File: src/rtl/decoder_pkg.sv
// ---------------------------------------------------------------------------
// decoder_pkg
// Shared definitions for the scanning one-hot decoder.
//   MODE_DECODE / MODE_SCAN : values of the 1-bit mode input
//   MAX_SEL_W / MAX_OUT_W   : widest select the onehot() helper supports
//   onehot(sel)             : returns a vector with only bit 'sel' set
// ---------------------------------------------------------------------------
package decoder_pkg;

  localparam logic MODE_DECODE = 1'b0;
  localparam logic MODE_SCAN   = 1'b1;

  localparam int MAX_SEL_W = 8;
  localparam int MAX_OUT_W = 2 ** MAX_SEL_W;

  // The result is sized for the widest select. Callers size-cast it down to
  // their own 2**SEL_W output width. The upper bits are zero for any select
  // that fits in that width.
  function automatic logic [MAX_OUT_W-1:0] onehot(input logic [MAX_SEL_W-1:0] sel);
    logic [MAX_OUT_W-1:0] vec;
    vec      = '0;
    vec[sel] = 1'b1;
    return vec;
  endfunction

endpackage

File: src/rtl/decoder_scan_n_if.sv
// ---------------------------------------------------------------------------
// decoder_scan_n_if
// Control/result bundle of the scanning decoder.
//   master : control logic side (drives en, mode, sel_in, sel_load, period;
//            observes out, idx, wrap)
//   slave  : the decoder itself
// ---------------------------------------------------------------------------
interface decoder_scan_n_if #(
  parameter int SEL_W = 3,
  parameter int DIV_W = 4
);
  localparam int OUT_W = 2 ** SEL_W;

  logic             en;
  logic             mode;
  logic [SEL_W-1:0] sel_in;
  logic             sel_load;
  logic [DIV_W-1:0] period;
  logic [OUT_W-1:0] out;
  logic [SEL_W-1:0] idx;
  logic             wrap;

  modport master (
    output en, mode, sel_in, sel_load, period,
    input  out, idx, wrap
  );

  modport slave (
    input  en, mode, sel_in, sel_load, period,
    output out, idx, wrap
  );

endinterface

File: src/rtl/dwell_counter.sv
// ---------------------------------------------------------------------------
// dwell_counter
// Counts how long the scanning decoder has stayed on its current line.
//   clk, rst_n : clock and synchronous active-low reset
//   clr        : force the count back to 0 (takes priority over run)
//   run        : count this cycle; restart from 0 when tick fires
//   period     : last count value of a dwell (dwell = period+1 cycles)
//   tick       : run is high and the dwell has expired this cycle
// ---------------------------------------------------------------------------
module dwell_counter #(
  parameter int DIV_W = 4
) (
  input  logic             clk,
  input  logic             rst_n,
  input  logic             clr,
  input  logic             run,
  input  logic [DIV_W-1:0] period,
  output logic             tick
);

  logic [DIV_W-1:0] cnt_q;
  logic [DIV_W-1:0] cnt_d;

  // Using >= rather than == lets a period reduced mid-dwell end that dwell
  // on the very next edge instead of waiting for the counter to roll over.
  assign tick = run && (cnt_q >= period);

  always_comb begin
    cnt_d = cnt_q;
    if (clr) begin
      cnt_d = '0;
    end else if (run) begin
      if (tick) cnt_d = '0;
      else      cnt_d = cnt_q + 1'b1;
    end
  end

  always_ff @(posedge clk) begin
    if (!rst_n) cnt_q <= '0;
    else        cnt_q <= cnt_d;
  end

endmodule

File: src/rtl/decoder_scan_n.sv
// ---------------------------------------------------------------------------
// decoder_scan_n
// Registered SEL_W-to-2**SEL_W one-hot decoder with enable. It also has an
// auto-scan mode that steps the active line every period+1 cycles.
//   clk, rst_n : clock and synchronous active-low reset
//   bus.en     : 0 blanks the output; idx and the dwell count hold
//   bus.mode   : MODE_DECODE follows sel_in loads, MODE_SCAN auto-rotates
//   bus.sel_in / bus.sel_load : index load (a phase set while scanning)
//   bus.period : dwell length minus one
//   bus.out    : registered one-hot (or all-zero) output
//   bus.idx    : registered current index
//   bus.wrap   : one-cycle pulse when a scan step wraps to line 0
// ---------------------------------------------------------------------------
module decoder_scan_n
  import decoder_pkg::*;
#(
  parameter int SEL_W = 3,
  parameter int DIV_W = 4
) (
  input logic              clk,
  input logic              rst_n,
  decoder_scan_n_if.slave  bus
);

  localparam int OUT_W = 2 ** SEL_W;

  logic [SEL_W-1:0] idx_q, idx_d;
  logic [OUT_W-1:0] out_q, out_d;
  logic             wrap_q, wrap_d;
  logic             mode_q;

  logic             mode_changed;
  logic             scanning;
  logic             dwell_clr;
  logic             dwell_run;
  logic             tick;

  assign mode_changed = (bus.mode != mode_q);
  assign scanning     = bus.en && (bus.mode == MODE_SCAN);

  // The dwell restarts on a mode change, in decode, and on a phase set.
  // It only advances while scanning with none of those happening.
  assign dwell_clr = mode_changed || (bus.en && ((bus.mode == MODE_DECODE) || bus.sel_load));
  assign dwell_run = scanning && !mode_changed && !bus.sel_load;

  dwell_counter #(
    .DIV_W (DIV_W)
  ) u_dwell (
    .clk    (clk),
    .rst_n  (rst_n),
    .clr    (dwell_clr),
    .run    (dwell_run),
    .period (bus.period),
    .tick   (tick)
  );

  // The output is decoded from idx_d, not idx_q, so the registered out and
  // idx always describe the same line. A load wins over a dwell advance.
  always_comb begin
    idx_d  = idx_q;
    wrap_d = 1'b0;
    out_d  = '0;
    if (bus.en) begin
      if (bus.sel_load) begin
        idx_d = bus.sel_in;
      end else if (scanning && tick) begin
        idx_d  = idx_q + 1'b1;
        wrap_d = &idx_q;
      end
      out_d = OUT_W'(onehot(MAX_SEL_W'(idx_d)));
    end
  end

  // mode_q keeps sampling during reset. This means a mode held steady across
  // reset is not seen as a change on release, so the first dwell after reset
  // is a full one.
  always_ff @(posedge clk) begin
    mode_q <= bus.mode;
    if (!rst_n) begin
      idx_q  <= '0;
      out_q  <= '0;
      wrap_q <= 1'b0;
    end else begin
      idx_q  <= idx_d;
      out_q  <= out_d;
      wrap_q <= wrap_d;
    end
  end

  assign bus.out  = out_q;
  assign bus.idx  = idx_q;
  assign bus.wrap = wrap_q;

endmodule

File: src/flat_wrapper.sv
// flat-port wrapper written by rule: the top's interface ports become plain ports
module decoder_scan_n_flat import decoder_pkg::*;
#(
  parameter int SEL_W = 3,
  parameter int DIV_W = 4
)
  (clk, rst_n, bus_en, bus_mode, bus_sel_in, bus_sel_load, bus_period, bus_out, bus_idx, bus_wrap);
  decoder_scan_n_if #(.SEL_W(SEL_W), .DIV_W(DIV_W)) bus_i ();
  input logic clk;
  input logic rst_n;
  input wire logic [$bits(bus_i.en)-1:0] bus_en;
  input wire logic [$bits(bus_i.mode)-1:0] bus_mode;
  input wire logic [$bits(bus_i.sel_in)-1:0] bus_sel_in;
  input wire logic [$bits(bus_i.sel_load)-1:0] bus_sel_load;
  input wire logic [$bits(bus_i.period)-1:0] bus_period;
  output wire logic [$bits(bus_i.out)-1:0] bus_out;
  output wire logic [$bits(bus_i.idx)-1:0] bus_idx;
  output wire logic [$bits(bus_i.wrap)-1:0] bus_wrap;
  assign bus_i.en = bus_en;
  assign bus_i.mode = bus_mode;
  assign bus_i.sel_in = bus_sel_in;
  assign bus_i.sel_load = bus_sel_load;
  assign bus_i.period = bus_period;
  assign bus_out = bus_i.out;
  assign bus_idx = bus_i.idx;
  assign bus_wrap = bus_i.wrap;
  decoder_scan_n #(.SEL_W(SEL_W), .DIV_W(DIV_W)) u_core (.clk(clk), .rst_n(rst_n), .bus(bus_i));
endmodule
File: config.mk
export PLATFORM = sky130hd
export DESIGN_NAME = decoder_scan_n_flat
export DESIGN_NICKNAME = d
export VERILOG_FILES = /design/src/rtl/decoder_pkg.sv /design/src/rtl/decoder_scan_n_if.sv /design/src/rtl/dwell_counter.sv /design/src/rtl/decoder_scan_n.sv /design/src/flat_wrapper.sv
export SDC_FILE = /design/constraint.sdc
export NUM_CORES = 1
export LEC_CHECK = 0
export BUFFER_PORTS_ARGS = -buffer_cell sky130_fd_sc_hd__buf_2
export CORE_ASPECT_RATIO = 0.8
export CORE_UTILIZATION = 25
export DETAILED_ROUTE_END_ITERATION = 12
export HOLD_SLACK_MARGIN = 0.05
export PLACE_DENSITY_LB_ADDON = 0.2
export SLEW_MARGIN = 20
export SYNTH_ARGS = -nofsm -noshare
export SYNTH_HDL_FRONTEND = slang
export SYNTH_SLANG_ARGS = --single-unit
export TNS_END_PERCENT = 1
File: constraint.sdc
create_clock -name clk -period 2.1 [get_ports clk]
set_input_delay 0.525 -clock clk [delete_from_list [all_inputs] [get_ports clk]]
set_output_delay 0.525 -clock clk [all_outputs]
set_load 0.01 [all_outputs]
# After elaboration in Yosys (flattened, before gate mapping)
# Index checks and enable logic that the tools add are counted.
# classes
n_eq_ne	1
bitwise_logic	4
addsub	2
magnitude_cmp	3
shift	0
n_mul	0
reduce_logical	15
div	0
n_mux	6
# op_table
cell	n
less-than comparator 3 x 9 -> 1 bit, second input constant	1
two-way mux 3 bit	3
logical AND 1 bit	7
adder 4 x 1 -> 4 bit, second input constant	1
>= comparator 4 bit	1
two-way mux 4 bit	1
NOT 1 bit	4
OR reduction 4 bit	1
adder 3 x 1 -> 3 bit, second input constant	1
demux 1 bit (select 3 bit)	1
>= comparator 3 x 1 -> 1 bit, second input constant	1
AND reduction 3 bit	1
zero test 1 bit	2
logical OR 1 bit	2
AND reduction 2 bit	1
OR reduction 2 bit	1
two-way mux 1 bit	1
inequality test 1 bit	1
# totals
mem_bits_rw	0
n_memories	0
register_bits	17
elab_cells	36
rom_bits	0
input_bits	12
latch_bits	0

# Depth between registers and ports, before layout
# logic_depth
word_depth	13
depth_mapped	7
depth_no_buf	7

# Modules after synthesis
# A second synthesis with hierarchy kept.
# hier_totals
cells_unflattened	99
area_unflattened_um2	929.6
# modules_own_cells
module	cells_each	seq_area_each_um2	area_each_um2	n_inst
decoder_scan_n	63	260.2	599.3	1
dwell_counter	36	80.1	330.3	1

# Worst setup path after synthesis
# No wires, ideal clock.
# synth_path
path_kind	input to register
start	input port bus_period[1]
end	register u_core.idx_q[0], in the netlist u_core.bus.idx[0]
path_slack_ns	0.227
setup_time_ns	0.133
arrival_time_ns	1.739
required_ns	1.967
cell_stages	7
path_cell_list	inv_1 > ha_1 > o211ai_1 > o21a_2 > nor3_2 > o31ai_2 > o21ai_0
# synth_between
elab_chain_cells	6
# synth_rtl
item	line_no	text
start, declared	flat_wrapper.sv:15	input wire logic [$bits(bus_i.period)-1:0] bus_period;
>= comparator 4 bit	dwell_counter.sv:26	assign tick = run && (cnt_q >= period);
logical AND 1 bit	dwell_counter.sv:26	
logical AND 1 bit	decoder_scan_n.sv:66	end else if (scanning && tick) begin
two-way mux 3 bit	decoder_scan_n.sv:66	
two-way mux 3 bit	decoder_scan_n.sv:64	if (bus.sel_load) begin
two-way mux 3 bit	decoder_scan_n.sv:63	if (bus.en) begin
end signal, assigned	decoder_scan_n.sv:84	idx_q <= idx_d;
end, declared	decoder_scan_n.sv:27	logic [SEL_W-1:0] idx_q, idx_d;
# Every way passes these cells. The select of a mux whose other input is x is not followed.
# A chain may end at the register's enable or synchronous reset.

# Worst setup path in the final report
# layout_path
start	register u_core.u_dwell.cnt_q[0]
end	register u_core.out_q[2], in the netlist u_core.bus.out[2]
# layout_between
elab_chain_cells	10
elab_cells_between_ends	11
classes_between	order compare: 3; mux: 5; reduce/logical: 3
# layout_rtl
item	line_no	text
start, declared	dwell_counter.sv:21	logic [DIV_W-1:0] cnt_q;
start signal, assigned	dwell_counter.sv:40	else cnt_q <= cnt_d;
>= comparator 4 bit *	dwell_counter.sv:26	
logical AND 1 bit *	dwell_counter.sv:26	
logical AND 1 bit *	decoder_scan_n.sv:66	
two-way mux 3 bit *	decoder_scan_n.sv:66	
two-way mux 3 bit *	decoder_scan_n.sv:64	
two-way mux 3 bit *	decoder_scan_n.sv:63	
less-than comparator 3 x 9 -> 1 bit (implied by the code) / >= comparator 3 x 1 -> 1 bit (equally long branches)	decoder_pkg.sv:22	vec[sel] = 1'b1;
logical AND 1 bit (implied by the code)	decoder_pkg.sv:22	
two-way mux 1 bit (implied by the code)	decoder_pkg.sv:22	
demux 1 bit (select 3 bit) *	-	
end signal, assigned	decoder_scan_n.sv:85	out_q <= out_d;
end, declared	decoder_scan_n.sv:28	logic [OUT_W-1:0] out_q, out_d;
# Every way passes the cells marked *; elsewhere a longest branch is shown, timed or not. The select of a mux whose other input is x is not followed.

==> results.json <==
{
  "avgRoutedWirePerCell_um": 12.0,
  "use_met2_pct": 16.8,
  "leakage_nw": 0.460,
  "dp_hpwl_um": 1460,
  "startpoint": "u_core.u_dwell.cnt_q[0]",
  "syn-num-nets": 110,
  "die_x_um": 66.8,
  "finalNetCount": 137,
  "antenna_found_initial": 0,
  "tightest_slew_ns": 0.327,
  "cts.sinks": 17,
  "r2r_end": "u_core.bus.out[2]",
  "power_density_nw_per_um2": 631,
  "fin_cells": 157,
  "fp.dieArea_um2": 3600,
  "maxSlewViolCount": 0,
  "htree_levels": 1,
  "clk_latency_ns": 0.25,
  "hold_class": "input port to register",
  "drt-initial-drc-count": 15,
  "netlist_area_um2": 841,
  "ff_latch_area_um2": 340,
  "start_util_pct": 26.7,
  "fin_crit_sh_pct": 90.0,
  "timing.rr.start": "u_core.u_dwell.cnt_q[0]",
  "avgSynthCellArea_um2": 9.24,
  "ys_seq_area_share_pct": 40.5,
  "area_growth_pct": 25.9,
  "core_um2": 3150,
  "ys_types": 33,
  "crit_slowest_cell": "dfxtp_1",
  "cts_hold_buf": 0,
  "grt_pass1_vias": 692,
  "finalPower_w": 0.000668,
  "fillers": 335,
  "die_y_um": 53.9,
  "relSlewSlack_pct": 78.2,
  "grt_overflow": 0,
  "slowest_delay_ns": 0.35,
  "ioPinCount": 24,
  "vdd_drop_max_mv": 0.360,
  "hold_viol_final": 0,
  "via_count": 747,
  "track_usage_pct": 12.5,
  "yosys_most_used_dff": "dfxtp_1",
  "diodes": 0,
  "portBuffers": 23,
  "drt-pass1-iter-count": 4,
  "cts_buffers": 3,
  "drv_cap": 0,
  "dp.cells": 153,
  "cp.arrival_ns": 2.06,
  "end_kind": "register",
  "r2r_cells": 7,
  "syn_inst": 91,
  "crit_end": "u_core.bus.out[2]",
  "drt-total-wl_um": 1890,
  "setup_viol": 0,
  "multiInputGateArea_um2": 489,
  "synth-async-reset-ratio_pct": 0,
  "drive_gt1_share_pct": 32.5,
  "ys_ff_latch": 17,
  "startpoint_type": "register",
  "r2r_slack_ns": 0.21,
  "grt_max_degree": 10,
  "rows": 18,
  "status": "completed",
  "period_needed_ns": 1.89,
  "grt_pass1_wl_um": 3270,
  "rsz0062_at_grt": "false",
  "yosysWarnings": 0,
  "clock_skew_ns": 0.00180,
  "ant_nets": 0,
  "synth-edff-count": 0,
  "root_buffer": "clkbuf_8",
  "critPathRequiredTime_ns": 2.27,
  "cts_tree": "built",
  "cts_buffer_depth": 2,
  "path_max_fanout": 6,
  "path_cells": "inv_1, ha_1, nor3b_2, o21a_2, nor3_2, o31a_1, nor3_1",
  "setup.worst_path.class": "register to register",
  "max_freq_mhz": 529,
  "met3_usage_pct": 4.66,
  "layout_setup_ws_ns": 0.211,
  "grt_use_met1_pct": 18.3,
  "gp_congestion": 0.791,
  "grt-busiest-layer": "met1",
  "drc_errors": 0,
  "finalSetupTns_ns": 0,
  "viasPerCell": 4.76,
  "place_ws_ns": -0.120,
  "clk_pin_slew_worst_paths_ns": 0.07
}
[Yosys cell counts (2+ instances only)]
| cell type | instances | area share, % |
|---|---|---|
| dfxtp_1 | 17 | 40 |
| a21oi_1 | 8 | 4.8 |
| nor3_1 | 8 | 4.8 |
| ha_1 | 7 | 10 |
| nand2_1 | 7 | 3.1 |
| nor2_1 | 5 | 2.2 |
| inv_1 | 4 | 1.8 |
| o21ai_0 | 4 | 2.4 |
| nand3_1 | 3 | 1.8 |
| nand3b_1 | 3 | 2.7 |
| a21o_1 | 2 | 1.8 |
| nand2b_1 | 2 | 1.5 |
[report_power, final]
group          switching, W  internal [W]  leakage [nW]
clock              0.000110      0.000135        0.0228
combinational     0.0000505     0.0000355         0.299
sequential       0.00000676      0.000330         0.138
[per-stage QoR]
step / utilization, % / hold slack, ns / instance area, um2
after floorplan: - / 0.457 / 841
after global placement: 31.7 / 0.484 / 998
after detailed placement: 31.7 / 0.485 / 998
after CTS: 33.1 / 0.440 / 1040
after global routing: 33.6 / 0.443 / 1060
final: 33.6 / 0.446 / 1060
[registers in the layout, summed over array words and instances, names as in the netlist]
name and cells:
u_core.bus.out 8, u_core.u_dwell.cnt_q 4, u_core.bus.idx 3, u_core.bus.wrap 1, u_core.mode_q 1
[cell families after synthesis]
family                     count (synthesis)  share of synthesized area, %
AOI/OAI and AO/OA                         23                          18.2
muxes                                      1                          1.34
DFF                                       17                          40.5
xor gates and xnor gates                   1                          1.04
and+or+nand+nor                           36                          25.4
buffers and inverters                      6                          3.12
adders and majority gates                  7                          10.4
[worst min-delay path by stage]
stage	startpoint	to	slack, ns	cells past startpoint
final	bus_mode	u_core.mode_q	0.45	1
after global routing	bus_mode	u_core.mode_q	0.44	1
after CTS	bus_mode	u_core.mode_q	0.44	1
after detailed placement	u_core.u_dwell.cnt_q[2]	u_core.u_dwell.cnt_q[2]	0.48	2
after global placement	u_core.u_dwell.cnt_q[3]	u_core.u_dwell.cnt_q[3]	0.48	2
after floorplan	u_core.u_dwell.cnt_q[2]	u_core.u_dwell.cnt_q[2]	0.46	2
[critical path: cells and delay by family, from the launching register on]
family | cells | cell delay (ns)
AOI/OAI and AO/OA | 2 | 0.58
adders and majority gates | 1 | 0.28
buffers and inverters | 1 | 0.08
DFF | 1 | 0.35
and+or+nand+nor | 3 | 0.50
[layer usage]
layer / vias to the layer above / part of all wire (%)
met2: 35 / 37
met5: - / 0
met4: 0 / 0.69
met1: 327 / 53
li1: 383 / -
met3: 2 / 9.6
[timing repair]
item	CTS	global route
hold endpoints to repair	0	0
endpoints found under the setup margin	0	5
buffers inserted	0	0
gates resized for setup	0	2
[cell usage in the layout, fill, tap and decap left out, types with 4 or more instances in the layout]
master | Yosys | final
a21oi_1 | 8 | 8
ha_1 | 7 | 7
nand2_1 | 7 | 7
buf_2 | 0 | 23
nor3_1 | 8 | 8
dfxtp_1 | 17 | 17
o21ai_0 | 4 | 4
nor2_1 | 5 | 5
inv_1 | 4 | 4
[layout make-up]
class                   instances  share of cell area (%)
clock buffers                   4                    4.26
repair buffers                 23                    10.9
well taps                      40                    4.73
multi-input cells              68                    46.2
flip-flops and latches         17                    32.2
inverters                       5                    1.77
Power figures use the tool's default switching activity.
